--- config.mk ---
export PLATFORM = sky130hd
export DESIGN_NAME = note_player_flat
export DESIGN_NICKNAME = d
export VERILOG_FILES = /design/src/rtl/note_player_if.sv /design/src/rtl/note_player.sv /design/src/flat_wrapper.sv
export SDC_FILE = /design/constraint.sdc
export NUM_CORES = 1
export LEC_CHECK = 0
export BUFFER_PORTS_ARGS = -buffer_cell sky130_fd_sc_hd__buf_4
export CAP_MARGIN = 0
export CORE_MARGIN = 1.5
export CORE_UTILIZATION = 30
export DETAILED_ROUTE_END_ITERATION = 10
export PLACE_DENSITY = 0.57
export SKIP_LAST_GASP = 1
export SYNTH_ARGS = -nofsm -noshare
export SYNTH_HDL_FRONTEND = slang
export SYNTH_SLANG_ARGS = --single-unit
--- constraint.sdc ---
create_clock -name clock -period 2.3 [get_ports clock]
set_clock_uncertainty 0.1 [all_clocks]
set_input_delay 0.23 -clock clock [delete_from_list [all_inputs] [get_ports clock]]
set_output_delay 0.23 -clock clock [all_outputs]
set_load 0.02 [all_outputs]
--- src/rtl/note_player_if.sv ---
// Song RAM read port between the note player and the shared 8192x28 RAM.
// rd_data is valid one cycle after rd_address changes.
interface note_player_if;
    logic [12:0] rd_address;
    logic [27:0] rd_data;

    modport master (output rd_address, input rd_data);
    modport slave  (input rd_address, output rd_data);
endinterface

--- src/rtl/note_player.sv ---
// Replays {key, start, duration} note records from the song RAM against a
// 0.01 s playback clock, driving the active key and a square-wave tone.
module note_player #(
    parameter int TICK_DIV  = 500000,
    parameter int HALF_DO   = 95556,
    parameter int HALF_RE   = 85131,
    parameter int HALF_MI   = 75843,
    parameter int LAST_ADDR = 8191
) (
    input  logic          clock,
    input  logic          reset_n,
    input  logic          start,
    input  logic          stop,
    note_player_if.master ram,
    output logic [1:0]    active_key,
    output logic          audio_out,
    output logic [12:0]   play_time,
    output logic          busy,
    output logic          done
);
    localparam int TW = (TICK_DIV > 1) ? $clog2(TICK_DIV) : 1;
    localparam logic [TW-1:0] TICK_MAX = TW'(TICK_DIV - 1);
    localparam logic [12:0] LAST = 13'(LAST_ADDR);
    localparam int HMAX_DR = (HALF_DO > HALF_RE) ? HALF_DO : HALF_RE;
    localparam int HMAX = (HMAX_DR > HALF_MI) ? HMAX_DR : HALF_MI;
    localparam int HW = $clog2(HMAX + 1);

    typedef enum logic [2:0] {
        IDLE, FETCH, LATCH, WAIT_START, SOUNDING, FINISH
    } state_t;

    state_t        state;
    logic [TW-1:0] tick_cnt;
    logic [HW-1:0] tone_cnt;
    logic [HW-1:0] half;
    logic [1:0]    key_r;
    logic [12:0]   start_r;
    logic [12:0]   dur_r;
    logic [12:0]   remaining;
    logic          tick;
    logic          at_last;
    logic [1:0]    q_key;
    logic [12:0]   q_dur;

    assign tick    = (tick_cnt == '0);
    assign at_last = (ram.rd_address == LAST);
    assign q_key   = ram.rd_data[27:26];
    assign q_dur   = ram.rd_data[12:0];

    always_comb begin
        half = HW'(HALF_DO);
        case (active_key)
            2'b10:   half = HW'(HALF_RE);
            2'b11:   half = HW'(HALF_MI);
            default: half = HW'(HALF_DO);
        endcase
    end

    always_ff @(posedge clock or negedge reset_n) begin
        if (!reset_n) begin
            state          <= IDLE;
            ram.rd_address <= '0;
            active_key     <= '0;
            audio_out      <= 1'b0;
            play_time      <= '0;
            busy           <= 1'b0;
            done           <= 1'b0;
            tick_cnt       <= '0;
            tone_cnt       <= '0;
            key_r          <= '0;
            start_r        <= '0;
            dur_r          <= '0;
            remaining      <= '0;
        end else begin
            done <= 1'b0;

            // Playback clock; an abort freezes play_time at its last value.
            if (busy && !stop) begin
                if (tick) begin
                    tick_cnt <= TICK_MAX;
                    if (play_time != 13'h1fff)
                        play_time <= play_time + 13'd1;
                end else begin
                    tick_cnt <= tick_cnt - 1'b1;
                end
            end

            if (active_key == 2'b00) begin
                tone_cnt  <= '0;
                audio_out <= 1'b0;
            end else if (tone_cnt == half - 1'b1) begin
                tone_cnt  <= '0;
                audio_out <= ~audio_out;
            end else begin
                tone_cnt <= tone_cnt + 1'b1;
            end

            if (busy && stop) begin
                state      <= FINISH;
                busy       <= 1'b0;
                done       <= 1'b1;
                active_key <= '0;
                audio_out  <= 1'b0;
                tone_cnt   <= '0;
            end else begin
                case (state)
                    IDLE: begin
                        if (start) begin
                            state          <= FETCH;
                            busy           <= 1'b1;
                            ram.rd_address <= '0;
                            play_time      <= '0;
                            tick_cnt       <= TICK_MAX;
                        end
                    end
                    FETCH: state <= LATCH;
                    LATCH: begin
                        {key_r, start_r, dur_r} <= ram.rd_data;
                        if (q_key == 2'b00) begin
                            state <= FINISH;
                            busy  <= 1'b0;
                            done  <= 1'b1;
                        end else if (q_dur == '0) begin
                            if (at_last) begin
                                state <= FINISH;
                                busy  <= 1'b0;
                                done  <= 1'b1;
                            end else begin
                                state          <= FETCH;
                                ram.rd_address <= ram.rd_address + 13'd1;
                            end
                        end else begin
                            state <= WAIT_START;
                        end
                    end
                    WAIT_START: begin
                        if (play_time >= start_r) begin
                            state      <= SOUNDING;
                            remaining  <= dur_r;
                            active_key <= key_r;
                            tone_cnt   <= '0;
                            audio_out  <= 1'b0;
                        end
                    end
                    SOUNDING: begin
                        if (tick && remaining == 13'd1) begin
                            active_key <= '0;
                            audio_out  <= 1'b0;
                            tone_cnt   <= '0;
                            if (at_last) begin
                                state <= FINISH;
                                busy  <= 1'b0;
                                done  <= 1'b1;
                            end else begin
                                state          <= FETCH;
                                ram.rd_address <= ram.rd_address + 13'd1;
                            end
                        end else if (tick) begin
                            remaining <= remaining - 13'd1;
                        end
                    end
                    FINISH:  state <= IDLE;
                    default: state <= IDLE;
                endcase
            end
        end
    end
endmodule

--- src/flat_wrapper.sv ---
// flat-port wrapper written by rule: the top's interface ports become plain ports
module note_player_flat 
#(
    parameter int TICK_DIV  = 500000,
    parameter int HALF_DO   = 95556,
    parameter int HALF_RE   = 85131,
    parameter int HALF_MI   = 75843,
    parameter int LAST_ADDR = 8191
)
  (clock, reset_n, start, stop, active_key, audio_out, play_time, busy, done, ram_rd_address, ram_rd_data);
  note_player_if ram_i ();
  input  logic clock;
  input  logic reset_n;
  input  logic start;
  input  logic stop;
  output logic [1:0] active_key;
  output logic audio_out;
  output logic [12:0] play_time;
  output logic busy;
  output logic done;
  output wire logic [$bits(ram_i.rd_address)-1:0] ram_rd_address;
  input wire logic [$bits(ram_i.rd_data)-1:0] ram_rd_data;
  assign ram_rd_address = ram_i.rd_address;
  assign ram_i.rd_data = ram_rd_data;
  note_player #(.TICK_DIV(TICK_DIV), .HALF_DO(HALF_DO), .HALF_RE(HALF_RE), .HALF_MI(HALF_MI), .LAST_ADDR(LAST_ADDR)) u_core (.clock(clock), .reset_n(reset_n), .start(start), .stop(stop), .ram(ram_i), .active_key(active_key), .audio_out(audio_out), .play_time(play_time), .busy(busy), .done(done));
endmodule
==> results of run 1 <==
[path summary, 6_finish.rpt]
| path | startpoint | slack (ns) | depth (start not counted) | end |
|---|---|---|---|---|
| max | u_core.tick_cnt[4] | -0.18 | 8 | u_core.ram.rd_address[11] |
| min | ram_rd_data[13] | 0.02 | 2 | u_core.start_r[0] |
| max reg2reg | u_core.tick_cnt[4] | -0.18 | 8 | u_core.ram.rd_address[11] |
| min reg2reg | u_core.remaining[7] | 0.39 | 1 | u_core.remaining[7] |
| max in group asynchronous | reset_n | 1.24 | 3 | u_core.remaining[2] |
| min in group asynchronous | reset_n | 0.28 | 2 | u_core.tone_cnt[11] |
[area by class of cell]
| cell class | count | area [µm²] |
|---|---|---|
| clock buffer | 10 | 229 |
| sequential | 111 | 2780 |
| tap | 265 | 332 |
| timing repair buffer | 190 | 1590 |
| fill | 1937 | 10800 |
| inverter | 32 | 120 |
| multi-input combinational | 468 | 3590 |
| clock inverter | 6 | 52.6 |
[where the power goes]
group	switching [mW]	internal (mW)	total [mW]
sequential	0.270	2.34	2.61
clock	0.773	0.756	1.53
combinational	1.26	1.17	2.43
[worst reg2reg max path, stage by stage, from the launching register on]
cell       delay, ns
dfrtp_1         0.38
or4_4           0.55
nor4b_4         0.27
buf_6           0.17
nand2_4         0.08
a2bb2oi_4       0.19
buf_4           0.14
or4_1           0.40
a21oi_1         0.13
[flip-flops by register name, indices dropped and copies added, names as in the netlist]
register	count
u_core.tick_cnt	19
u_core.tone_cnt	17
u_core.dur_r	13
u_core.play_time	13
u_core.ram.rd_address	13
u_core.remaining	13
u_core.start_r	13
u_core.state	3
u_core.active_key	2
u_core.key_r	2
u_core.audio_out	1
u_core.busy	1
u_core.done	1
[layer usage]
metal | vias to the layer above | track usage
met5 | - | 0
met4 | 0 | 0.0404
met3 | 9 | 0.0328
met2 | 68 | 0.268
met1 | 2565 | 0.214
li1 | 2625 | -
[kinds of logic (layout without fill, tap and decap cells)]
family                   Yosys count  in the layout  share of synthesized area
AND/OR/NAND/NOR                  290            290                      0.251
multiplexers                      30             30                     0.0558
buffers and inverters             53            238                     0.0339
AO/OA/AOI/OAI                     84             85                     0.0937
flip-flops                       111            111                      0.462
XOR/XNOR                          44             44                     0.0641
adder cells (fa/ha/maj)           19             19                     0.0396
[metrics by stage]
step,setup WS (ns),hold slack [ns]
floorplan,-0.168,-0.166
global placement,-0.400,0.129
detailed placement,-0.411,0.139
CTS,-0.183,0.000598
global route,-0.259,0.00449
finish,-0.177,0.0155
[synthesized netlist by cell type, types with 2 or more instances]
master and n:
o21a_1 3, xnor2_1 32, nor4_1 14, o211ai_1 3, nand2_1 44, o32ai_1 2, mux2_2 28, and3_1 11
or3b_2 3, nor3b_1 4, and4_1 5, and2_1 6, dfrtp_1 111, or3_1 6, or2_2 5, a2111oi_0 2
nand2b_1 4, nand4_1 14, ha_1 19, a31oi_1 5, a211oi_1 4, clkbuf_1 16, buf_2 3, nor3_1 30
a32oi_1 2, inv_1 32, nor2b_1 8, xor2_1 12, a21o_1 2, o22ai_1 3, mux2i_1 2, nand3_1 32
nor4b_1 6, o31ai_1 13, a21oi_1 17, nor2_1 82, or4_1 7, o21ai_0 18, nand3b_1 3
[what timing repair did]
| item | 4_1_cts | 5_1_grt |
|---|---|---|
| endpoints found under the setup margin | 57 | 60 |
| pin swaps | 23 | 25 |
| hold endpoints to repair | 53 | 0 |
| buffers inserted | 8 | 6 |
| hold buffers | 24 | 0 |
| resized for setup | 58 | 48 |
| gates cloned | 1 | 0 |
==> metrics.md, run 1 <==
| Metric | Value |
|---|---|
| Total Wirelength | about 16 mm |
| Crit Path Category | flip-flop to flip-flop |
| Power per cell area | 756 nW/µm² |
| Crit path required time | 2.48 ns |
| Row count | 51 |
| First-pass GRT wire length | 26.4 mm |
| Fin nets | ~860 |
| CTS tree | done |
| Final Critical Period | around 2.5 ns |
| Core region area | 19,500 µm² |
| Leading area contributor after synthesis | dfrtp_1 |
| Top FF cell, synth | dfrtp_1 |
| Vias in the first global route | approximately 5,300 |
| Drt via density | roughly 4.9 |
| Critical Path Slowest Stage Cell | or4_4 |
| CP top delay family | simple AND/OR/NAND/NOR gates |
| Count of final setup violators | 37 |
| Cells after DPL | 1,027 |
| TritonCTS Buffers | 9 |
| RD Place Congestion | 0.818 |
| Max-slew violations | 0 |
| Worst min-delay path class | primary input to flip-flop |
| Wl on met1 | roughly 7.4 mm |
| Die Height | between 100 and 150 µm |
| Grt ovf | 0 |
| Largest net degree at the start of global routing | 38 |
| Post-Syn Instances | 631 |
| Met2 wire length | around 7.6 mm |
| Die area | between 20,000 and 25,000 µm² |
| Min setup slack post-route | -0.177 ns |
| Crit-path cells | or4_4 -> nor4b_4 -> buf_6 -> nand2_4 -> a2bb2oi_4 -> buf_4 -> or4_1 -> a21oi_1 |
| Initial core utilization | 0.308 |
| Unique masters post-synth | 57 |
| #FFs+latches synth | between 100 and 150 |
| Met3 WL | 505 µm |
| Top post-synthesis cells by area | dfrtp_1 (46%), mux2_2 (5.2%), nor2_1 (5.1%) |
| EDFF count, synth | 0 |
| Startpoint type of the worst setup path | flip-flop |
| GRT Total Usage | 0.161 |
| Vias | 5,267 |
| Max-cap violations | 0 |
| Max_slew headroom | 0.561 |
| Pwr Total | about 6.6 mW |
| Number of diodes | 0 |
| Fin crit share | 1.08 |
| Final instance area | 8700 µm² |
| Async SR Flop Fraction | 1.00 |
| Most frequent cells in the layout | buf_4 (148), dfrtp_1 (107), nor2_1 (79), nand2_1 (43), inv_1 (32) |
| YS warnings | 0 |
| Proportion of layout cells with a drive suffix above 1 | 0.360 |
| Initial antenna violation count | 0 |
| IO buf count | 62 |
| DR top layer | met4 |
| Post-Route Setup TNS | -3.17 ns |
| Clock sink total | 111 |
| Final hold violations | 0 |
| Leak | between 3 and 4 nW |
| RSZ-0062 raised after global routing | true |
| Finished Layout Cells | roughly 1,100 |
| Clock Path Buffers | 2 |
| Drt first pass iters | 4 |
| Worst-Margin Slew | roughly 0.66 ns |
| Post-layout util | 0.445 |
| Register area share after synthesis | 0.462 |
| Ports | 63 |
| Net Count, Synth | between 600 and 700 |
| Synthesized area per cell | roughly 9.5 µm² |
| Drt wl/cell | 14.4 µm |
| Root Buffer | clkbuf_16 |
| Max Fclk | between 0.4 and 0.5 GHz |
| H-tree depth | 3 |
| Drt first-iter violations | between 200 and 250 |
| Drt drc | 0 |
| Max incr delay on CP | approximately 0.55 ns |
| DIE WIDTH | around 140 µm |
| Area Overhead vs Synth | 44.7% |
| DRT antenna net count | 0 |
| Worst path bufs/invs | 2 |
| Placed Instance Area | ~7500 µm² |
| Synth top area share | 0.462 |
| Mapped Area | approximately 6000 µm² |
| Commonest non-fill, non-tap cell in the layout | buf_4 |
| Max VDD drop | between 0.0003 and 0.0004 V |
| Crit. End Element | flip-flop |
| Post-DP HPWL | around 11 mm |
| Clock Latency Late Sink | 0.36 ns |
| CTS clk-pin slew, worst paths | about 0.07 ns |
| Crit-path max FO | 5 |
| Failing checks | setup timing |
| Status | finished with violations |
| Arrival time worst endpoint | between 2 and 3 ns |
Note: power is estimated with default switching activity, not from simulation.
==> run 2, diff against run 1 <==
- CORE_ASPECT_RATIO: not set -> 0.5
- HOLD_SLACK_MARGIN: not set -> 0.03
- SKIP_LAST_GASP: 1 -> not set
==> metrics.md, run 2 (synthesis results as in run 1) <==
| Metric | Value |
|---|---|
| Grt ovf | 0 (unchanged) |
| Drt first pass iters | 5 (+1) |
| Clock sink total | 111 (unchanged) |
| Largest regs | u_core.tick_cnt x19, u_core.tone_cnt x17 |
| Clk network pwr share | 0.243 (+0.010) |
| RSZ-0062 raised after global routing | true |
| P_sw | 2.23 mW (-3.1%) |
| Vias in the first global route | 5,110 (-3.1%) |
| TritonCTS Buffers | 9 (unchanged) |
| Final Critical Period | 2.48 ns (+0.00715 ns) |
| Area Overhead vs Synth | 43.7% |
| Most frequent cells in the layout | buf_4 (143), dfrtp_1 (107), nor2_1 (80), nand2_1 (42), xnor2_1 (31) |
| Proportion of layout cells with a drive suffix above 1 | 0.342 (-0.0179) |
| Fin nets | 859 (-0.46%) |
| P_int | 4.36 mW (+2.3%) |
| Max-cap violations | 0 (unchanged) |
| Core region area | 19,500 µm² (+0.12%) |
| Drt wl/cell | 14.8 µm (+2.5%) |
| Fin Hold WS | 0.129 ns (+0.114 ns) |
| Ports | 63 (unchanged) |
| Crit. End Element | flip-flop |
| Arrival time worst endpoint | 2.65 ns (about the same) |
| Sw Ratio | 0.339 (-0.0123) |
| Sequential share of power | 0.399 (+0.002) |
| Leak | 3.68 nW (-0.92%) |
| CTS tree | done |
| Post-layout util | 0.442 (-0.00352) |
| Fillers | 1,859 (-4.0%) |
| Largest net degree at the start of global routing | 63 (+66%) |
| DRT antenna net count | 0 (unchanged) |
| Clock Path Buffers | 2 (unchanged) |
| Number of diodes | 0 (unchanged) |
| Final instance area | 8640 µm² (-0.68%) |
| Final hold violations | 0 (unchanged) |
| CTS clk-pin slew, worst paths | 0.07 ns (about the same) |
| Cells after DPL | 1,021 (-0.58%) |
| Post-Route Setup TNS | -3.41 ns (-0.238 ns) |
| Status | finished with violations |
| Max_slew headroom | 0.657 (+0.0952) |
| H-tree depth | 3 (unchanged) |
| Vias | 5,276 (+0.17%) |
| Drt first-iter violations | 242 (+2.1%) |
| Initial core utilization | 0.307 (-0.000355) |
| Commonest non-fill, non-tap cell in the layout | buf_4 |
| Worst-Margin Slew | 0.513 ns (-0.142 ns) |
| Count of final setup violators | 46 (+24%) |
| Crit Path Category | flip-flop to flip-flop |
| Die area | 20,900 µm² (+0.24%) |
| Row count | 36 (-29%) |
| DIE WIDTH | 203 µm (+41%) |
| Clock Latency Late Sink | 0.36 ns (about the same) |
| IO buf count | 62 (unchanged) |
| Post-DP HPWL | 11.3 mm (+1.5%) |
| Max reg flops | 19 (unchanged) |
| Top reg by flops | u_core.tick_cnt |
| Combinational share of power | 0.359 (-0.011) |
| Initial antenna violation count | 0 (unchanged) |
| Startpoint type of the worst setup path | flip-flop |
| Crit-path max FO | 6 (+1) |
| Total Wirelength | 16.0 mm (+2.2%) |
| Max-slew violations | 0 (unchanged) |
| Power per cell area | 764 nW/µm² (+1.1%) |
| Crit path required time | 2.47 ns (about the same) |
| Finished Layout Cells | 1,079 (-0.28%) |
| First-pass GRT wire length | 26.1 mm (-1.2%) |
| Die Height | 103 µm (-29%) |
| Worst min-delay path class | primary input to flip-flop |
| Min setup slack post-route | -0.184 ns (-0.00715 ns) |
| Placed Instance Area | 7450 µm² (-1.0%) |
| RD Place Congestion | 0.822 (+0.43%) |
| Fin crit share | 1.08 (+0.00311) |
| Drt drc | 0 (unchanged) |
| Max Fclk | 0.403 GHz (-0.29%) |
| DP Worst Slack | -0.323 ns (+0.0873 ns) |
| Root Buffer | clkbuf_16 |
| Pwr Total | 6.60 mW (+0.38%) |
| Failing checks | setup timing |
| Max VDD drop | 0.000473 V (+22%) |
| GRT Total Usage | 0.157 (-0.00451) |
| Drt via density | 4.89 (+0.45%) |
==> run 2: cell types whose count changed in the layout (fill, tap and decap cells not counted), moves of 3 or more <==
cell | previous run | this run
o21ai_1 | 5 | 8
buf_4 | 148 | 143
dlygate4sd3_1 | 24 | 29
inv_1 | 32 | 28
buf_6 | 13 | 9
a21oi_2 | 5 | 2
a21oi_1 | 12 | 15
inv_2 | 0 | 4
==> run 2: final cells by class <==
cell class / count / area, µm² / area share
multi-input cells: 468 / 3530 / 0.409
clock buffers: 13 / 250 / 0.0290
clock inverters: 3 / 42.5 / 0.00493
inverters: 32 / 120 / 0.0139
well taps: 266 / 333 / 0.0385
repair buffers: 186 / 1580 / 0.182
flip-flops and latches: 111 / 2780 / 0.322
==> run 2: power groups by stage <==
stage / combinational (mW) / clock, mW / sequential (mW)
2_1_floorplan: 1.24 / 0 / 2.61
3_3_place_gp: 2.02 / 0 / 2.64
3_5_place_dp: 2.05 / 0 / 2.65
4_1_cts: 2.22 / 1.65 / 2.62
5_1_grt: 2.62 / 1.71 / 2.69
6_report: 2.37 / 1.60 / 2.63
==> run 2: repair_timing <==
| action | CTS | global route |
|---|---|---|
| setup buffers | 5 | 5 |
| endpoints found under the setup margin | 52 | 70 |
| pin swaps | 15 | 28 |
| cloned | 2 | 2 |
| gates resized for setup | 47 | 56 |
| hold buffers | 29 | 0 |
| endpoints found under the hold margin | 48 | 0 |
==> run 2: worst paths after layout <==
kind	startpoint	to	slack (ns)	cells after the start
min in group asynchronous	reset_n	u_core.play_time[4]	0.22	2
hold / removal	start	u_core.state[0]	0.13	3
hold reg to reg	u_core.remaining[7]	u_core.remaining[7]	0.39	1
max in group asynchronous	reset_n	u_core.ram.rd_address[8]	1.18	3
setup reg to reg	u_core.tick_cnt[4]	u_core.ram.rd_address[8]	-0.18	7
setup / recovery	u_core.tick_cnt[4]	u_core.ram.rd_address[8]	-0.18	7
==> run 2: metal layers <==
layer / wire length, µm / vias to the layer above / part of all wire / GRT usage
met5: 0 / - / 0 / 0
met4: 204 / 0 / 0.013 / 0.0484
met1: 8080 / 2585 / 0.51 / 0.220
met2: 7190 / 64 / 0.45 / 0.248
li1: - / 2610 / - / -
met3: 481 / 17 / 0.030 / 0.0275
==> run 2: critical path, stage by stage (launching register included) <==
cell and delay (ns):
dfrtp_1 0.38, or4_4 0.55, nor4b_4 0.28, buf_6 0.18
nand2_4 0.07, a2bb2oi_4 0.19, or3_4 0.40, o31ai_2 0.23
==> run 3, diff against run 2 <==
- clock period: 2.3 -> 2.2 ns (I/O delays scaled with it)
==> metrics.md, run 3 (synthesis results as in run 1) <==
| Metric | Value |
|---|---|
| Status | finished with violations |
| Failing checks | setup timing |
| DP Worst Slack | -0.330 ns (-0.00668 ns) |
| Top reg by flops | u_core.tick_cnt |
| H-tree depth | 3 (unchanged) |
| Max Fclk | 0.396 GHz (-1.6%) |
| Sequential share of power | 0.383 (-0.016) |
| Crit. End Element | flip-flop |
| Post-Route Setup TNS | -10.83 ns (-7.42 ns) |
| TritonCTS Buffers | 9 (unchanged) |
| Vias in the first global route | 5,334 (+4.4%) |
| Drt first-iter violations | 233 (-3.7%) |
| Core region area | 19,500 µm² (unchanged) |
| Clock sink total | 111 (unchanged) |
| Drt first pass iters | 5 (unchanged) |
| Combinational share of power | 0.369 (+0.010) |
| Crit Path Category | flip-flop to flip-flop |
| Largest net degree at the start of global routing | 42 (-33%) |
| Leak | 3.84 nW (+4.5%) |
| Root Buffer | clkbuf_16 |
| Ports | 63 (unchanged) |
| DIE WIDTH | 203 µm (unchanged) |
| Number of diodes | 0 (unchanged) |
| Total Wirelength | 16.8 mm (+5.2%) |
| Drt drc | 0 (unchanged) |
| Largest regs | u_core.tick_cnt x19, u_core.tone_cnt x17 |
| Min setup slack post-route | -0.324 ns (-0.140 ns) |
| First-pass GRT wire length | 26.9 mm (+3.2%) |
| Worst min-delay path class | primary input to flip-flop |
| CTS tree | done |
| Row count | 36 (unchanged) |
| Drt wl/cell | 15.3 µm (+3.4%) |
| Initial core utilization | 0.307 (unchanged) |
| Grt ovf | 0 (unchanged) |
| Vias | 5,464 (+3.6%) |
| FF/Latch Area | 2790 µm² (+0.13%) |
| Max_slew headroom | 0.613 (-0.0433) |
| Die Height | 103 µm (unchanged) |
| Area Overhead vs Synth | 49.8% |
| CTS clk-pin slew, worst paths | 0.08 ns (about the same) |
| Worst Hold Launch | ram_rd_data[3] |
| Final hold violations | 0 (unchanged) |
| CP startpoint | u_core.tick_cnt[4] |
| RSZ-0062 raised after global routing | true |
| Max VDD drop | 0.000344 V (-27%) |
| Most frequent cells in the layout | buf_4 (156), dfrtp_1 (104), nor2_1 (73), nand2_1 (41), xnor2_1 (32) |
| Max-cap violations | 0 (unchanged) |
| Post-DP HPWL | 11.5 mm (+2.1%) |
| Drt via density | 4.98 (+1.8%) |
| Crit path required time | 2.37 ns (-0.10 ns) |
| Fin Hold WS | 0.0769 ns (-0.0525 ns) |
| Crit-path max FO | 6 (unchanged) |
| Multi-input gate area | 3710 µm² (+5.0%) |
| Fillers | 1,864 (+0.27%) |
| Finished Layout Cells | 1,098 (+1.8%) |
| Count of final setup violators | 71 (+54%) |
| Clock Latency Late Sink | 0.37 ns (about the same) |
| P_int | 4.71 mW (+8.0%) |
| Final Critical Period | 2.52 ns (+0.0400 ns) |
| Clk network pwr share | 0.248 (+0.005) |
| Fin nets | 878 (+2.2%) |
| R2R Path Start | u_core.tick_cnt[4] |
| Clock Path Buffers | 2 (unchanged) |
| Proportion of layout cells with a drive suffix above 1 | 0.394 (+0.0523) |
| Fin crit share | 1.15 (+0.0673) |
| GRT Total Usage | 0.162 (+0.00554) |
| Startpoint type of the worst setup path | flip-flop |
| Post-layout util | 0.460 (+0.0186) |
| Max reg flops | 19 (unchanged) |
| IO buf count | 62 (unchanged) |
| Power per cell area | 796 nW/µm² (+4.2%) |
| Worst-Margin Slew | 0.580 ns (+0.0669 ns) |
| P_sw | 2.45 mW (+9.7%) |
| Die area | 20,900 µm² (unchanged) |
| RD Place Congestion | 0.833 (+1.3%) |
| Cells after DPL | 1,032 (+1.1%) |
| Initial antenna violation count | 0 (unchanged) |
| Max-slew violations | 0 (unchanged) |
| Arrival time worst endpoint | 2.69 ns (+0.04 ns) |
| Commonest non-fill, non-tap cell in the layout | buf_4 |
| DRT antenna net count | 0 (unchanged) |
| Sw Ratio | 0.342 (+0.00347) |
==> run 3: cell count changes in the layout (fill, tap and decap cells not counted), moves of 4 or more <==
| cell | change |
|---|---|
| buf_4 | +13 |
| buf_6 | +9 |
| nor3_1 | -5 |
| nor2_2 | +5 |
| o31ai_1 | -4 |
| nor2_1 | -7 |
==> run 3: stage by stage <==
stage               instance area (µm²)  total power [mW]
finish                             9000              7.17
global route                       9000              7.60
CTS                                8640              7.02
detailed placement                 7600              4.99
global placement                   7600              4.92
floorplan                          6180              4.07
==> run 3: final timing paths <==
kind / end / cells past startpoint / slack (ns)
setup / recovery: u_core.ram.rd_address[8] / 7 / -0.32
hold / removal: u_core.dur_r[3] / 3 / 0.08
setup reg to reg: u_core.ram.rd_address[8] / 7 / -0.32
hold reg to reg: u_core.remaining[7] / 1 / 0.40
max in group asynchronous: u_core.tone_cnt[10] / 3 / 1.06
min in group asynchronous: u_core.start_r[0] / 2 / 0.30
==> run 3: power by group through the flow <==
stage	Sequential [mW]	Combinational, mW	Clock (mW)
floorplan	2.73	1.34	0
global placement	2.75	2.17	0
detailed placement	2.76	2.23	0
CTS	2.72	2.46	1.85
global route	2.80	2.90	1.91
finish	2.74	2.65	1.78
==> run 3: timing repair <==
action / 4_1_cts / 5_1_grt
endpoints found under the hold margin: 65 / 0
setup endpoints to repair: 67 / 79
resized for setup: 62 / 73
hold buffers: 27 / 0
pin swaps: 13 / 44
buffers inserted: 12 / 8
gates cloned: 3 / 2
==> run 3: worst max-delay path, stage by stage, from the launching register on <==
cell and delay [ns]:
dfrtp_1 0.38, or4_4 0.55, nor4b_4 0.29, buf_6 0.17, nand2_4 0.07, a2bb2oi_4 0.18
or3_4 0.42, o31ai_2 0.26
==> run 3: final cells by class <==
type | count | share of cell area
Sequential cell | 111 | 0.310
Multi-Input combinational cell | 468 | 0.412
Timing Repair Buffer | 205 | 0.192
Tap cell | 266 | 0.0370
Clock buffer | 10 | 0.0254
Clock inverter | 6 | 0.0103
Inverter | 32 | 0.0133
==> run 3: routing by layer <==
layer,global-route usage,part of all wire,vias to the layer above
li1,-,-,2649
met1,0.218,0.48,2716
met2,0.267,0.48,86
met3,0.0357,0.038,13
met4,0.0422,0.0094,0
met5,0,0,-
